**config.mk**
```make
export PLATFORM = sky130hd
export DESIGN_NAME = turn_sequencer
export DESIGN_NICKNAME = d
export VERILOG_FILES = /design/src/rtl/lights_pkg.sv /design/src/rtl/tick_gen.sv /design/src/rtl/turn_sequencer.sv
export SDC_FILE = /design/constraint.sdc
export NUM_CORES = 1
export LEC_CHECK = 0
export CORE_MARGIN = 1
export CORE_UTILIZATION = 40
export CTS_CLUSTER_SIZE = 20
export DETAILED_ROUTE_END_ITERATION = 10
export GPL_ROUTABILITY_DRIVEN = 0
export PLACE_DENSITY = 0.65
export SLEW_MARGIN = 0
export SYNTH_ARGS = -nofsm -noshare
export SYNTH_HDL_FRONTEND = slang
export SYNTH_SLANG_ARGS = --single-unit
```
**constraint.sdc**
```tcl
create_clock -name CLK -period 4 [get_ports CLK]
set_input_delay 0.8 -clock CLK [delete_from_list [all_inputs] [get_ports CLK]]
set_output_delay 0.8 -clock CLK [all_outputs]
set_load 0.05 [all_outputs]
```
**src/rtl/lights_pkg.sv**
```systemverilog
// Shared types and default constants for the vehicle lamp controllers.
package lights_pkg;

  typedef enum logic [2:0] {
    IDLE  = 3'd0,
    SEQ_L = 3'd1,
    SEQ_R = 3'd2,
    DARK  = 3'd3,
    HAZ   = 3'd4
  } turn_state_e;

  localparam int SEG_DEFAULT       = 4;
  localparam int TICK_DIV_DEFAULT  = 50000;
  localparam int COMFORT_N_DEFAULT = 3;

  // side 0 animates the left rear cluster, side 1 the right one
  function automatic turn_state_e seq_of(input logic side);
    return side ? SEQ_R : SEQ_L;
  endfunction

endpackage

```
**src/rtl/tick_gen.sv**
```systemverilog
// Animation prescaler: tick is high for one cycle when the count reaches
// TICK_DIV-1; clr forces the count back to zero.
module tick_gen
  import lights_pkg::*;
#(
  parameter int TICK_DIV = TICK_DIV_DEFAULT
) (
  input  logic CLK,
  input  logic RST_N,
  input  logic clr,
  output logic tick
);

  localparam int CW = $clog2(TICK_DIV);
  localparam logic [CW-1:0] LAST = CW'(TICK_DIV - 1);

  logic [CW-1:0] cnt_r;

  assign tick = (cnt_r == LAST);

  // prescaler count, wraps to zero after the tick cycle
  always_ff @(posedge CLK or negedge RST_N) begin
    if (!RST_N) begin
      cnt_r <= {CW{1'b0}};
    end else if (clr || tick) begin
      cnt_r <= {CW{1'b0}};
    end else begin
      cnt_r <= cnt_r + CW'(1);
    end
  end

endmodule

```
**src/rtl/turn_sequencer.sv**
```systemverilog
// Sequential rear turn indicator with hazard and brake overlay.
// Define TURN_COMFORT_BLINK_EN to complete COMFORT_N sequences after a short request.
module turn_sequencer
  import lights_pkg::*;
#(
  parameter int SEG       = SEG_DEFAULT,
  parameter int TICK_DIV  = TICK_DIV_DEFAULT,
  parameter int COMFORT_N = COMFORT_N_DEFAULT
) (
  input  logic           CLK,
  input  logic           RST_N,
  input  logic           left,
  input  logic           right,
  input  logic           brake,
  output logic [SEG-1:0] rear_left,
  output logic [SEG-1:0] rear_right,
  output logic           front_left,
  output logic           front_right,
  output logic           active
);

  localparam logic [3:0] SEG_K = 4'(SEG);

  turn_state_e state_r, state_s;
  logic [3:0]  k_r, k_s;
  logic        side_r, side_s;
  logic        phase_r, phase_s;

  logic haz_req_s, cur_req_s, opp_req_s;
  logic again_s, drop_s;
  logic tick_s, clr_s;

  logic [SEG-1:0] mask_s;
  logic [SEG-1:0] rear_left_s, rear_right_s;
  logic           front_left_s, front_right_s, active_s;

  assign haz_req_s = left & right;
  assign cur_req_s = side_r ? right : left;
  assign opp_req_s = side_r ? left : right;

  // idle holds the prescaler at zero; any state change restarts the step period
  assign clr_s = (state_r == IDLE) || (state_s != state_r);

  tick_gen #(
    .TICK_DIV(TICK_DIV)
  ) u_tick_gen (
    .CLK  (CLK),
    .RST_N(RST_N),
    .clr  (clr_s),
    .tick (tick_s)
  );

`ifdef TURN_COMFORT_BLINK_EN
  localparam logic [2:0] COMFORT_C = 3'(COMFORT_N);

  logic [2:0] cyc_r;
  logic       fresh_s;

  assign fresh_s = (state_r == IDLE) || (side_s != side_r) || (state_s == HAZ);

  // completed sequences since the request began, saturating at 7
  always_ff @(posedge CLK or negedge RST_N) begin
    if (!RST_N) begin
      cyc_r <= 3'd0;
    end else if (fresh_s) begin
      cyc_r <= 3'd0;
    end else if ((state_s == DARK) && (state_r != DARK) && (cyc_r != 3'd7)) begin
      cyc_r <= cyc_r + 3'd1;
    end else begin
      cyc_r <= cyc_r;
    end
  end

  assign again_s = cur_req_s || (cyc_r < COMFORT_C);
  assign drop_s  = 1'b0;
`else
  assign again_s = cur_req_s;
  assign drop_s  = ~cur_req_s;
`endif

  // state register
  always_ff @(posedge CLK or negedge RST_N) begin
    if (!RST_N) begin
      state_r <= IDLE;
      k_r     <= 4'd0;
      side_r  <= 1'b0;
      phase_r <= 1'b0;
    end else begin
      state_r <= state_s;
      k_r     <= k_s;
      side_r  <= side_s;
      phase_r <= phase_s;
    end
  end

  // next-state logic; hazard beats side change, which beats a dropped request
  always_comb begin
    state_s = state_r;
    k_s     = k_r;
    side_s  = side_r;
    phase_s = phase_r;
    case (state_r)
      IDLE: begin
        if (haz_req_s) begin
          state_s = HAZ;
          phase_s = 1'b1;
          k_s     = 4'd0;
        end else if (right) begin
          state_s = SEQ_R;
          side_s  = 1'b1;
          k_s     = 4'd1;
        end else if (left) begin
          state_s = SEQ_L;
          side_s  = 1'b0;
          k_s     = 4'd1;
        end else begin
          k_s     = 4'd0;
        end
      end
      SEQ_L, SEQ_R, DARK: begin
        if (haz_req_s) begin
          state_s = HAZ;
          phase_s = 1'b1;
          k_s     = 4'd0;
        end else if (opp_req_s && !cur_req_s) begin
          side_s  = ~side_r;
          state_s = seq_of(~side_r);
          k_s     = 4'd1;
        end else if (drop_s) begin
          state_s = IDLE;
          k_s     = 4'd0;
        end else if (!tick_s) begin
          k_s     = k_r;
        end else if (state_r == DARK) begin
          if (again_s) begin
            state_s = seq_of(side_r);
            k_s     = 4'd1;
          end else begin
            state_s = IDLE;
            k_s     = 4'd0;
          end
        end else if (k_r == SEG_K) begin
          state_s = DARK;
        end else begin
          k_s     = k_r + 4'd1;
        end
      end
      HAZ: begin
        if (!haz_req_s) begin
          state_s = IDLE;
          phase_s = 1'b0;
        end else if (tick_s) begin
          phase_s = ~phase_r;
        end else begin
          phase_s = phase_r;
        end
      end
      default: begin
        state_s = IDLE;
        k_s     = 4'd0;
        phase_s = 1'b0;
      end
    endcase
  end

  // lamp pattern for the upcoming state; brake fills any side not being animated
  always_comb begin
    mask_s = {SEG{1'b0}};
    for (int i = 0; i < SEG; i++) begin
      mask_s[i] = (4'(i) < k_s);
    end
    rear_left_s   = {SEG{brake}};
    rear_right_s  = {SEG{brake}};
    front_left_s  = 1'b0;
    front_right_s = 1'b0;
    active_s      = (state_s != IDLE);
    case (state_s)
      IDLE: begin
        front_left_s  = 1'b0;
        front_right_s = 1'b0;
      end
      SEQ_L: begin
        rear_left_s  = mask_s;
        front_left_s = 1'b1;
      end
      SEQ_R: begin
        rear_right_s  = mask_s;
        front_right_s = 1'b1;
      end
      DARK: begin
        if (side_s) begin
          rear_right_s = {SEG{1'b0}};
        end else begin
          rear_left_s  = {SEG{1'b0}};
        end
      end
      HAZ: begin
        rear_left_s   = {SEG{phase_s}};
        rear_right_s  = {SEG{phase_s}};
        front_left_s  = phase_s;
        front_right_s = phase_s;
      end
      default: begin
        rear_left_s  = {SEG{1'b0}};
        rear_right_s = {SEG{1'b0}};
        active_s     = 1'b0;
      end
    endcase
  end

  // registered lamp outputs
  always_ff @(posedge CLK or negedge RST_N) begin
    if (!RST_N) begin
      rear_left   <= {SEG{1'b0}};
      rear_right  <= {SEG{1'b0}};
      front_left  <= 1'b0;
      front_right <= 1'b0;
      active      <= 1'b0;
    end else begin
      rear_left   <= rear_left_s;
      rear_right  <= rear_right_s;
      front_left  <= front_left_s;
      front_right <= front_right_s;
      active      <= active_s;
    end
  end

endmodule

```
==> results.sh <==
export IMPL_outcome="completed"
export IMPL_worstSkewPairLatency_ns=0.29
export IMPL_p_sw_mw=0.500
export IMPL_layout_drive_gt1_share_pct=18.1
export IMPL_numPortBuffers=15
export IMPL_fp_row_count=26
export IMPL_p_leak_nw=1.00
export IMPL_tightest_slew_ns=0.736
export IMPL_crit_family="compound AO/OA/AOI/OAI gates"
export IMPL_cts_resized=0
export IMPL_holdWs_ns=0.482
export IMPL_grt_util_all_layers_pct=16.5
export IMPL_ys_ff_latch=36
export IMPL_synth_edff_count=0
export IMPL_viasPerCell=5.47
export IMPL_antenna_left=0
export IMPL_p_int_mw=0.724
export IMPL_hpwl_mm=2.98
export IMPL_post_cts_setup_buffer_count=0
export IMPL_synth_nets=212
export IMPL_cts_tree="done"
export IMPL_start_kind="primary input"
export IMPL_firstDrtPassIters=4
export IMPL_path_cells="clkdlybuf4s50_1, ha_1, nor2_1, nand3_1, a21oi_1, a2111oi_0, a211oi_1, o21ai_1"
export IMPL_holdBufCountCts=0
export IMPL_cp_max_fo=10
export IMPL_clk_path_buf_depth=2
export IMPL_syn_avg_cell_area_um2=10.5
export IMPL_clkTransAtPathRegs_ns=0.07
export IMPL_netSwitchingFraction_pct=40.9
export IMPL_async_reset_ff_share_pct=100
export IMPL_comb_power_share_pct=39.2
export IMPL_die_w_um=74.9
export IMPL_overflow=0
export IMPL_synthTopCellsByArea="dfrtp_1 (42%), nor3_2 (5.2%), and3_1 (3.8%)"
export IMPL_setup_worst_path_end_class="flip-flop"
export IMPL_ys_seq_area_share_pct=42.4
export IMPL_cp_buffers_inverters=1
export IMPL_synth_cells=203
export IMPL_setup_tns_ns=0
export IMPL_placed_cells=278
export IMPL_grt_max_degree=37
export IMPL_cp_slowest_cell="clkdlybuf4s50_1"
export IMPL_power_density_mw_per_mm2=513
export IMPL_fin_nets=224
export IMPL_wirelength_mm=4.18
export IMPL_clkPwrFrac_pct=22.0
export IMPL_p_seq_share_pct=38.8
export IMPL_hold_class="reg2reg"
export IMPL_crit_type="in2reg"
export IMPL_root_buffer="clkbuf_8"
export IMPL_area_growth_pct=12.1
export IMPL_yosysUniqueCellTypes=52
export IMPL_fp_dieArea_mm2=0.00561
export IMPL_htree_levels=2
export IMPL_via_count=1564
export IMPL_grt_pass1_vias=1513
export IMPL_die_y_um=74.9
export IMPL_cp_data_arrival_time_ns=3.32
export IMPL_drt_wirelength_per_cell_um=14.6
export IMPL_rsz0062_at_grt="no"
export IMPL_maxCapViolCount=0
export IMPL_diodes=0
export IMPL_synth_ff_type="dfrtp_1"
export IMPL_maxClockFrequency_mhz=315
export IMPL_initial_utilization_pct=41.6
export IMPL_clock_sinks=36
export IMPL_slew_headroom_pct=50.5
export IMPL_finalMaxSlewViolations=0
export IMPL_synth_most_common_cell="dfrtp_1"
export IMPL_num_io_pins=16
export IMPL_worstPathRequired_ns=4.15
export IMPL_hold_viol=0
export IMPL_yosysTopAreaCell="dfrtp_1"
export IMPL_yosys_warnings=0
export IMPL_grt_pass1_wl_mm=6.94
export IMPL_min_period_over_period_pct=79.3
export IMPL_synthTopCellsByCount="dfrtp_1 (36), and3_1 (13), nand2_1 (11), nor3_2 (11), nand3_1 (10)"
export IMPL_synth_top_cell_area_share_pct=42.4
export IMPL_core_mm2=0.00511
export IMPL_fin_crit_ns=3.17
export IMPL_vdd_drop_max_mv=0.412
export IMPL_final_cells=286
export IMPL_setup_viol=0
export IMPL_fin_skew_ns=0.00792
export IMPL_route_detailed_drc=0
export IMPL_netlist_area_mm2=0.00213
export IMPL_antenna_found_initial=0
export IMPL_numCtsBuffers=5
export IMPL_max_stage_delay_ns=0.55
export IMPL_initialDrtViolationCount=74
-- worst register-to-register path, stage by stage (launching register included) --
cell and delay (ns):
dfrtp_1 0.39, ha_1 0.19, and3_1 0.22, and4_4 0.50
a21oi_1 0.18, a21oi_1 0.30, inv_2 0.08, a31oi_2 0.29
o221ai_1 0.16
-- logic make-up (layout without fill, tap and decap cells) --
kind of cell | Yosys count | after routing | share of synthesized area, %
compound gates | 47 | 47 | 18.2
buf+inv | 18 | 31 | 5.18
simple gates | 81 | 81 | 24.7
flops | 36 | 36 | 42.4
xor+xnor | 15 | 15 | 6.18
fa+ha+maj | 4 | 4 | 2.35
mux | 2 | 2 | 1.00
-- registers in the layout (all words and copies together) (netlist names) --
register,flops
state_r,3
rear_left,4
rear_right,4
front_left,1
k_r,4
phase_r,1
u_tick_gen.cnt_r,16
side_r,1
front_right,1
active,1
-- layer usage --
metal  wire length [µm]  global-route usage (%)
met1               1910                    21.3
met2               2020                    27.1
met3                169                    3.08
met4                 87                    6.92
met5                  0                       0
-- stage by stage --
stage / setup WS (ns) / utilization, % / total power, mW / area (µm²)
detailed placement: 0.534 / 44.9 / 0.962 / 2290
global placement: 0.598 / 44.9 / 0.961 / 2290
floorplan: 1.47 / - / 0.824 / 2130
global route: 0.622 / 46.7 / 1.29 / 2380
finish: 0.828 / 46.7 / 1.22 / 2380
CTS: 0.850 / 46.7 / 1.23 / 2380
-- layout by cell type (no fill, tap or decap), drive strengths merged, types with 3 or more instances in the layout --
cell type      instances
nand3                 10
o221ai                 4
nor3                  18
a211o                  3
dfrtp                 36
xor2                   6
clkbuf                 6
ha                     4
nor4                   3
nor2                  10
a211oi                 5
and3                  13
clkdlybuf4s50         15
a21o                   3
a21oi                  8
nand2                 12
nand3b                 3
o21ai                  8
inv                    6
xnor2                  9
-- layout make-up --
cell class / count / area [µm²]
Clock buffer: 6 / 82.6
Multi-Input combinational cell: 149 / 1120
Sequential cell: 36 / 901
Timing Repair Buffer: 17 / 165
Clock inverter: 2 / 10.0
Tap cell: 70 / 87.6
Fill cell: 493 / 2720
Inverter: 6 / 22.5
-- worst paths after layout --
| kind | startpoint | endpoint | slack (ns) | cells past startpoint |
|---|---|---|---|---|
| worst max register to register | u_tick_gen.cnt_r[0]$_DFF_PN0_ | rear_left[2]$_DFF_PN0_ | 1.56 | 8 |
| max in group asynchronous | RST_N | u_tick_gen.cnt_r[7]$_DFF_PN0_ | 2.76 | 2 |
| worst min register to register | u_tick_gen.cnt_r[0]$_DFF_PN0_ | u_tick_gen.cnt_r[0]$_DFF_PN0_ | 0.48 | 1 |
| min in group asynchronous | RST_N | u_tick_gen.cnt_r[12]$_DFF_PN0_ | 0.92 | 2 |
| worst max-delay path | left | rear_right[1]$_DFF_PN0_ | 0.83 | 8 |
| worst min-delay path | u_tick_gen.cnt_r[0]$_DFF_PN0_ | u_tick_gen.cnt_r[0]$_DFF_PN0_ | 0.48 | 1 |
-- power groups by stage --
stage	combinational (mW)	sequential [mW]	clock, mW
final	0.479	0.475	0.270
after global routing	0.518	0.484	0.290
after CTS	0.482	0.474	0.275
after detailed placement	0.481	0.482	0
after global placement	0.480	0.482	0
after floorplan	0.225	0.600	0
No activity file was read; power rests on OpenSTA's default activity.
